## config.mk

```make
export PLATFORM = sky130hd
export DESIGN_NAME = nco_capture_writer
export DESIGN_NICKNAME = d
export VERILOG_FILES = /design/src/rtl/nco_capture_writer.sv
export SDC_FILE = /design/constraint.sdc
export NUM_CORES = 1
export LEC_CHECK = 0
export ABC_AREA = 1
export CAP_MARGIN = 20
export CORE_ASPECT_RATIO = 1.2
export CORE_MARGIN = 2
export CORE_UTILIZATION = 45
export CTS_BUF_LIST = sky130_fd_sc_hd__clkbuf_4
export DETAILED_ROUTE_END_ITERATION = 8
export PLACE_DENSITY = 0.73
export SLEW_MARGIN = 20
export SYNTH_ARGS = -nofsm -noshare
export SYNTH_HDL_FRONTEND = slang
export SYNTH_SLANG_ARGS = --single-unit
export TNS_END_PERCENT = 10
```

## constraint.sdc

```tcl
create_clock -name clk_clk -period 3.86 [get_ports clk_clk]
set_input_delay 0.772 -clock clk_clk [delete_from_list [all_inputs] [get_ports clk_clk]]
set_output_delay 0.772 -clock clk_clk [all_outputs]
set_load 0.1 [all_outputs]
```

## src/rtl/nco_capture_writer.sv

```systemverilog
`default_nettype none
// +--------------------------------------------------------------------------+
// | nco_capture_writer: decimates NCO I/Q samples, packs two per 64-bit word |
// | and writes them to on-chip memory port s2.           Revision: 1.0       |
// +--------------------------------------------------------------------------+
module nco_capture_writer #(
  parameter int ADDR_W = 14,
  parameter int LEN_W  = ADDR_W + 1
) (
  input  logic              clk_clk,
  input  logic              reset_reset_n,
  input  logic [35:0]       nco_out_data,
  input  logic              nco_out_valid,
  input  logic              arm,
  input  logic              trig,
  input  logic              abort,
  input  logic [ADDR_W-1:0] start_addr,
  input  logic [ADDR_W-1:0] num_words,
  input  logic [7:0]        decim,
  output logic [ADDR_W-1:0] mem_address,
  output logic              mem_chipselect,
  output logic              mem_clken,
  output logic              mem_write,
  output logic [63:0]       mem_writedata,
  output logic [7:0]        mem_byteenable,
  output logic              busy,
  output logic              done,
  output logic [LEN_W-1:0]  words_written
);

  typedef enum logic [1:0] {
    ST_IDLE    = 2'd0,
    ST_ARMED   = 2'd1,
    ST_CAPTURE = 2'd2
  } state_t;

  state_t            r_state;
  state_t            w_state_nxt;
  logic [ADDR_W-1:0] r_ptr;
  logic [LEN_W-1:0]  r_target;
  logic [7:0]        r_decim;
  logic [7:0]        r_dcnt;
  logic              r_half;
  logic [31:0]       r_lo;

  logic              w_arm;
  logic              w_accept;
  logic              w_keep;
  logic              w_complete;
  logic              w_last;
  logic [LEN_W-1:0]  w_words_inc;
  logic [31:0]       w_sample;
  logic              w_unused_bits;

  assign w_sample    = {nco_out_data[35:20], nco_out_data[17:2]};
  // Truncated LSBs are intentionally dropped.
  assign w_unused_bits = ^{nco_out_data[19:18], nco_out_data[1:0]};

  assign w_arm       = arm && !abort && (r_state == ST_IDLE);
  assign w_accept    = nco_out_valid && !abort &&
                       ((r_state == ST_CAPTURE) || ((r_state == ST_ARMED) && trig));
  assign w_keep      = w_accept && (r_dcnt == 8'd0);
  assign w_complete  = w_keep && r_half;
  assign w_words_inc = words_written + LEN_W'(1);
  assign w_last      = w_complete && (w_words_inc == r_target);

  assign mem_clken   = 1'b1;
  assign busy        = (r_state == ST_ARMED) || (r_state == ST_CAPTURE);

  always_ff @(posedge clk_clk or negedge reset_reset_n) begin
    if (!reset_reset_n) begin
      r_state <= ST_IDLE;
    end else begin
      r_state <= w_state_nxt;
    end
  end

  always_comb begin
    w_state_nxt = r_state;
    if (abort) begin
      w_state_nxt = ST_IDLE;
    end else begin
      case (r_state)
        ST_IDLE:    if (arm)    w_state_nxt = ST_ARMED;
        ST_ARMED:   if (trig)   w_state_nxt = ST_CAPTURE;
        ST_CAPTURE: if (w_last) w_state_nxt = ST_IDLE;
        default:                w_state_nxt = ST_IDLE;
      endcase
    end
  end

  always_ff @(posedge clk_clk or negedge reset_reset_n) begin
    if (!reset_reset_n) begin
      r_ptr          <= '0;
      r_target       <= '0;
      r_decim        <= 8'd0;
      r_dcnt         <= 8'd0;
      r_half         <= 1'b0;
      r_lo           <= 32'd0;
      mem_address    <= '0;
      mem_chipselect <= 1'b0;
      mem_write      <= 1'b0;
      mem_writedata  <= 64'd0;
      mem_byteenable <= 8'd0;
      done           <= 1'b0;
      words_written  <= '0;
    end else begin
      mem_chipselect <= 1'b0;
      mem_write      <= 1'b0;
      mem_byteenable <= 8'd0;
      if (abort) begin
        r_half <= 1'b0;
        r_dcnt <= 8'd0;
      end else if (w_arm) begin
        r_ptr         <= start_addr;
        // A zero length requests the whole memory.
        r_target      <= (num_words == '0) ? (LEN_W'(1) << ADDR_W) : LEN_W'(num_words);
        r_decim       <= decim;
        r_dcnt        <= 8'd0;
        r_half        <= 1'b0;
        done          <= 1'b0;
        words_written <= '0;
      end else if (w_accept) begin
        r_dcnt <= (r_dcnt == r_decim) ? 8'd0 : r_dcnt + 8'd1;
        if (w_keep) begin
          if (!r_half) begin
            r_lo   <= w_sample;
            r_half <= 1'b1;
          end else begin
            r_half         <= 1'b0;
            mem_address    <= r_ptr;
            mem_writedata  <= {w_sample, r_lo};
            mem_chipselect <= 1'b1;
            mem_write      <= 1'b1;
            mem_byteenable <= 8'hFF;
            r_ptr          <= r_ptr + ADDR_W'(1);
            words_written  <= w_words_inc;
            if (w_last) begin
              done <= 1'b1;
            end
          end
        end
      end
    end
  end

endmodule
`default_nettype wire

```

==> metrics, run 1 <==
total track usage 21.00%; Initial DRT Pass Iterations 4; post-synthesis cell count 937; worst-path cell chain inv_1, ha_1, clkdlybuf4s50_1; r2r setup slk 1500 ps; Max Root-Sink Buffers 2; pwr dens 683.5 nW/um^2; Die X-Extent 125.5 um; area leader, netlist dfrtp_1; syn avg cell area 8.511 um^2; Startpoint Class flip-flop; largest family of logic cells by synthesized area simple AND/OR/NAND/NOR gates; adder-cell share of the synthesized area 1.098%; CP peak stage delay 1120 ps; type of the worst setup path flip-flop to output port; FF-to-FF Start r_state[1]; reg2reg path depth 10; final wirelength 19.17 mm; syn_nets 1022; Synth Flop Type dfrtp_1; VDD IR max 0.0004374 V; Initial Utilization 45.73%; FFs w/ async S/R, synth 100.0%; Max Fclk 312.0 MHz; GPL Wtd Cong 0.8675; Worst R2R End r_ptr[9]; Antenna Nets Post-Route 0; post-synthesis mux area share 0%; cts bufs inserted 17; Final period util 83.03%; post-route setup TNS 0 ps; cell area after layout 10200 um^2; HPWL after detailed placement 13.53 mm; share of the synthesized area in the top cell type 54.91%; first-pass GRT wire length 31.49 mm; Simple-Gate Fraction of Synth Area 23.91%; H-tree depth 4; DRC violations left 0; main area contributors after synthesis dfrtp_1 (55%), nand2_1 (15%), o21ai_0 (5.7%); post-synthesis sequential area ratio 54.91%; Final min period 3205 ps; CP Buf/Inv Count 2; NumNets Final 1185; Critical Path AT 2430 ps; Top delay family on crit path buffers and inverters; Distinct cells, synth 37; Finished Core Util 58.46%; core area 17440 um^2; layout cells sized above 1 7.098%; total gr overflow 0; port buffer count 178; Sink Count 175; vias per cell 4.915; largest net degree at the start of global routing 66; status finished, final reports clean; most frequent cell after synthesis nand2_1; xor/xnor share of the synthesized area 2.808%; RSZ-0062 raised after global routing false; CTS tree built; Fin. Hold Viols 0; initial antenna violation count 1; Synth top cells by count nand2_1 (326), dfrtp_1 (175), inv_1 (100); CTS Root Buffer Type clkbuf_4; post-synthesis cell area 7975 um^2; Max FO, Critical Path 3; Seq cells post-synth 175; clk_lat worst skew 580 ps; clock skew 28.19 ps; initial DRC count 311; hold crit path type primary input to asynchronous set/reset pin; max cap viols 0; Placement Cell Area 9915 um^2; IO Pins 184; Final Slew Violations 0; Setup crit end kind output port; # setup viols final 0; total die area 18810 um^2; Clock Pin Slew Worst Setup and Hold Paths 160 ps; Post-synth EDFFs 0; Leakage 4.862 nW; Yosys warnings 0; number of global-route vias before repair 6343; post-detailed-route wirelength per cell 14.36 um; Slowest cell on crit path clkdlybuf4s50_1; Post-CTS Setup Bufs 0; overall power 6.968 mW; Compound-Gate Fraction of Synth Area 9.209%; DR vias 6561; Tightest Pin Transition 1030 ps; Area Growth Syn to Fin 27.85%; Rows 53; die height 149.8 um; Post-CTS Hold Fix Bufs 0; Worst Path Required 3090 ps; Rel. slew slack 31.10%; CTS resizes 0
## state kept, by name (all words and copies together), names as in the netlist
signal          cells
mem_writedata      64
r_lo               32
r_target           15
words_written      15
mem_address        14
r_ptr              14
r_dcnt              8
r_decim             8
r_state             2
done                1
mem_byteenable      1
r_half              1
## kinds of logic after synthesis
group,count (synthesis)
AOI/OAI and AO/OA,133
DFF,175
other,1
and+or+nand+nor,444
adders and majority gates,7
xor gates and xnor gates,24
buffers and inverters,153
## power by group
part           switching, mW  total (mW)  internal (mW)
sequential             0.348        2.74           2.39
combinational           2.35        3.19          0.841
clock                  0.697        1.04          0.343
total                   3.40        6.97           3.57
## area by class of cell
class / instances / area [um^2]
Antenna cell: 2 / 5.005
Clock buffer: 17 / 127.6
Clock inverter: 15 / 148.9
Fill cell: 1568 / 7244
Inverter: 108 / 407.9
Multi-Input combinational cell: 609 / 2962
Sequential cell: 175 / 4379
Tap cell: 220 / 275.3
Timing Repair Buffer: 189 / 1891
## per-layer routing
| layer | wire, um | vias up | track usage, % | part of all wire [%] |
|---|---|---|---|---|
| li1 | - | 3268 | - | - |
| met1 | 8017 | 3109 | 25.39 | 42 |
| met2 | 9404 | 161 | 35.38 | 49 |
| met3 | 1374 | 23 | 6.936 | 7.2 |
| met4 | 369 | 0 | 7.333 | 1.9 |
| met5 | 0 | - | 0 | 0 |
## how the worst max path moves through the flow
stage,start,end,cells past startpoint
floorplan,words_written[1],r_state[0],11
global placement,abort,words_written[12],10
detailed placement,abort,words_written[9],10
CTS,r_state[1],busy,3
global route,r_state[0],busy,3
finish,r_state[1],busy,3
## layout by cell type, fill, tap and decap left out, types with 12 or more instances in the layout
cell type          n
nand2_1          326
clkdlybuf4s50_1  177
dfrtp_1          175
inv_1            100
o21ai_0           91
nand3_1           40
nor2_1            25
clkbuf_4          17
xor2_1            14
o21ai_1           12
## through the flow
step           hold WS, ps  setup WS (ps)  cells
2_1_floorplan        449.4           1319    937
3_3_place_gp         452.7          730.1   1301
3_5_place_dp         457.0          659.0   1301
4_1_cts              150.2          594.0   1333
5_1_grt              187.1          548.8   1335
6_report             166.9          654.9   1335
(Power assumes the default switching activity.)
==> run 2, diff against run 1 <==
Clock period 3.86 ns to 3.2 ns, I/O delays scaled along.
==> run 2 against run 1 <==
  * Register-to-register slack worse by 540 ps
  * Core utilization is 1.2 points lower
  * Clock-buffer cell count stayed put
  * Non-clock buffer count stayed put
  * Critical endpoint unchanged
  * Critical path depth stayed put
  * Global-route usage is essentially flat
  * Sequential share of layout area increased by 0.92 points
==> metrics, run 2 (synthesis results as in run 1) <==
status finished, final reports clean (unchanged); # setup viols final 0 (unchanged); Critical path origin r_state[1] (unchanged); Rel. slew slack 60.11% (was 31.10%); Worst Path Required 2560 ps (was 3090 ps); port buffer count 178 (unchanged); Die X-Extent 125.5 um (unchanged); Fin. Hold Viols 0 (unchanged); Worst R2R End mem_writedata[60] (was r_ptr[9]); layout cells sized above 1 16.71% (was 7.098%); total track usage 20.97% (was 21.00%); Max FO, Critical Path 3 (unchanged); register name with the most flops mem_writedata (unchanged); VDD IR max 0.0006191 V (was 0.0004374 V); RSZ-0062 raised after global routing false (unchanged); FF-to-FF Start r_state[0] (was r_state[1]); Leakage 5.085 nW (was 4.862 nW); HPWL after detailed placement 13.37 mm (was 13.53 mm); CTS Root Buffer Type clkbuf_4 (unchanged); Final period util 70.62%; DR vias 6545 (was 6561); Seq pwr share 39.6% (was 39.3%); Max Root-Sink Buffers 2 (unchanged); total gr overflow 0 (unchanged); internal power 4.178 mW (was 3.571 mW); Logic pwr share 45.2% (was 45.8%); Post-CTS Setup Bufs 0 (unchanged); number of global-route vias before repair 6444 (was 6343); clock share of power 15.2% (was 14.9%); Setup crit end kind output port (unchanged); Placement Cell Area 9677 um^2 (was 9915 um^2); Area Growth Syn to Fin 25.16% (was 27.85%); Clock Pin Slew Worst Setup and Hold Paths 170 ps (was 160 ps); sw power 4.164 mW (was 3.397 mW); Tightest Pin Transition 598.3 ps (was 1030 ps); GPL Wtd Cong 0.8492 (was 0.8675); DRC violations left 0 (unchanged); hold crit path type primary input to asynchronous set/reset pin (unchanged); max cap viols 0 (unchanged); clock skew 26.72 ps (was 28.19 ps); largest net degree at the start of global routing 71 (was 66); Startpoint Class flip-flop (unchanged); CTS tree built (unchanged); commonest non-fill, non-tap cell in the layout nand2_1 (unchanged); initial DRC count 331 (was 311); post-detailed-route wirelength per cell 14.12 um (was 14.36 um); r2r setup slk 960 ps (was 1500 ps); cell area after layout 9982 um^2 (was 10200 um^2); NumNets Final 1185 (unchanged); Antenna Nets Post-Route 0 (unchanged); type of the worst setup path flip-flop to output port (unchanged); first-pass GRT wire length 31.62 mm (was 31.49 mm); highest-count cells in the layout ignoring fill and taps nand2_1 (326), dfrtp_1 (175), buf_4 (112), inv_1 (100), o21ai_0 (91) (was nand2_1 (326), clkdlybuf4s50_1 (177), dfrtp_1 (175), inv_1 (100), o21ai_0 (91)); IO Pins 184 (unchanged); clk_lat worst skew 570 ps (was 580 ps); core area 17440 um^2 (unchanged); Top Registers mem_writedata x64, r_lo x32 (unchanged); Sw Ratio 49.92% (was 48.75%); Sink Count 175 (unchanged); Initial Utilization 45.73% (unchanged); vias per cell 4.906 (was 4.915); pwr dens 835.7 nW/um^2 (was 683.5 nW/um^2); reg2reg path depth 11 (was 10); final wirelength 18.84 mm (was 19.17 mm); post-route setup TNS 0 ps (unchanged); initial antenna violation count 1 (unchanged); Final min period 2260 ps; cts bufs inserted 17 (unchanged); Final Slew Violations 0 (unchanged); fill count 1602 (was 1568); Initial DRT Pass Iterations 5 (was 4); Max Fclk 442.5 MHz; Critical Path AT 1620 ps (was 2430 ps); Hold Slack 20.90 ps (was 166.9 ps); CTS resizes 0 (unchanged); Rows 53 (unchanged); H-tree depth 4 (unchanged); Post-CTS Hold Fix Bufs 0 (unchanged); total die area 18810 um^2 (unchanged); Largest register FFs 64 (unchanged); die height 149.8 um (unchanged)
-- run 2: how the worst max path moves through the flow --
stage                   endpoint  slack (ps)
2_1_floorplan         r_state[0]         660
3_3_place_gp   mem_writedata[38]         370
3_5_place_dp   mem_writedata[41]         350
4_1_cts                     busy         880
5_1_grt         words_written[5]         640
6_report                    busy         940
-- run 2: stage by stage --
step	total power, mW	setup WS, ps	cells	utilization [%]
2_1_floorplan	6.196	659.1	937	-
3_3_place_gp	7.075	371.9	1301	55.48
3_5_place_dp	7.154	345.9	1301	55.48
4_1_cts	8.433	882.6	1333	57.22
5_1_grt	8.856	642.6	1334	57.24
6_report	8.342	940.3	1334	57.24
-- run 2: metal layers --
metal	part of all wire, %	vias up	track usage, %	wire length (um)
li1	-	3284	-	-
met1	42	3071	25.38	7851
met2	49	169	35.30	9277
met3	7.0	21	6.900	1327
met4	2.0	0	7.278	383
met5	0	-	0	0
-- run 2: cell type report --
| class | instances | area [um^2] | area share (%) |
|---|---|---|---|
| flip-flops and latches | 175 | 4379 | 43.87 |
| multi-input cells | 609 | 2962 | 29.67 |
| repair buffers | 189 | 1653 | 16.56 |
| inverters | 108 | 407.9 | 4.086 |
| well taps | 220 | 275.3 | 2.758 |
| clock inverters | 15 | 175.2 | 1.755 |
| clock buffers | 17 | 127.6 | 1.279 |
| diodes | 1 | 2.502 | 0.02507 |
-- run 2: critical path, stage by stage (launching register included) --
cell and delay, ps:
dfrtp_1 420, inv_1 80, ha_1 270, buf_4 280
-- run 2: power by group through the flow --
stage | Clock, mW | Sequential (mW) | Combinational, mW
2_1_floorplan | 0 | 5.05 | 1.15
3_3_place_gp | 0 | 3.32 | 3.75
3_5_place_dp | 0 | 3.34 | 3.81
4_1_cts | 1.31 | 3.31 | 3.81
5_1_grt | 1.42 | 3.40 | 4.04
6_report | 1.27 | 3.30 | 3.77
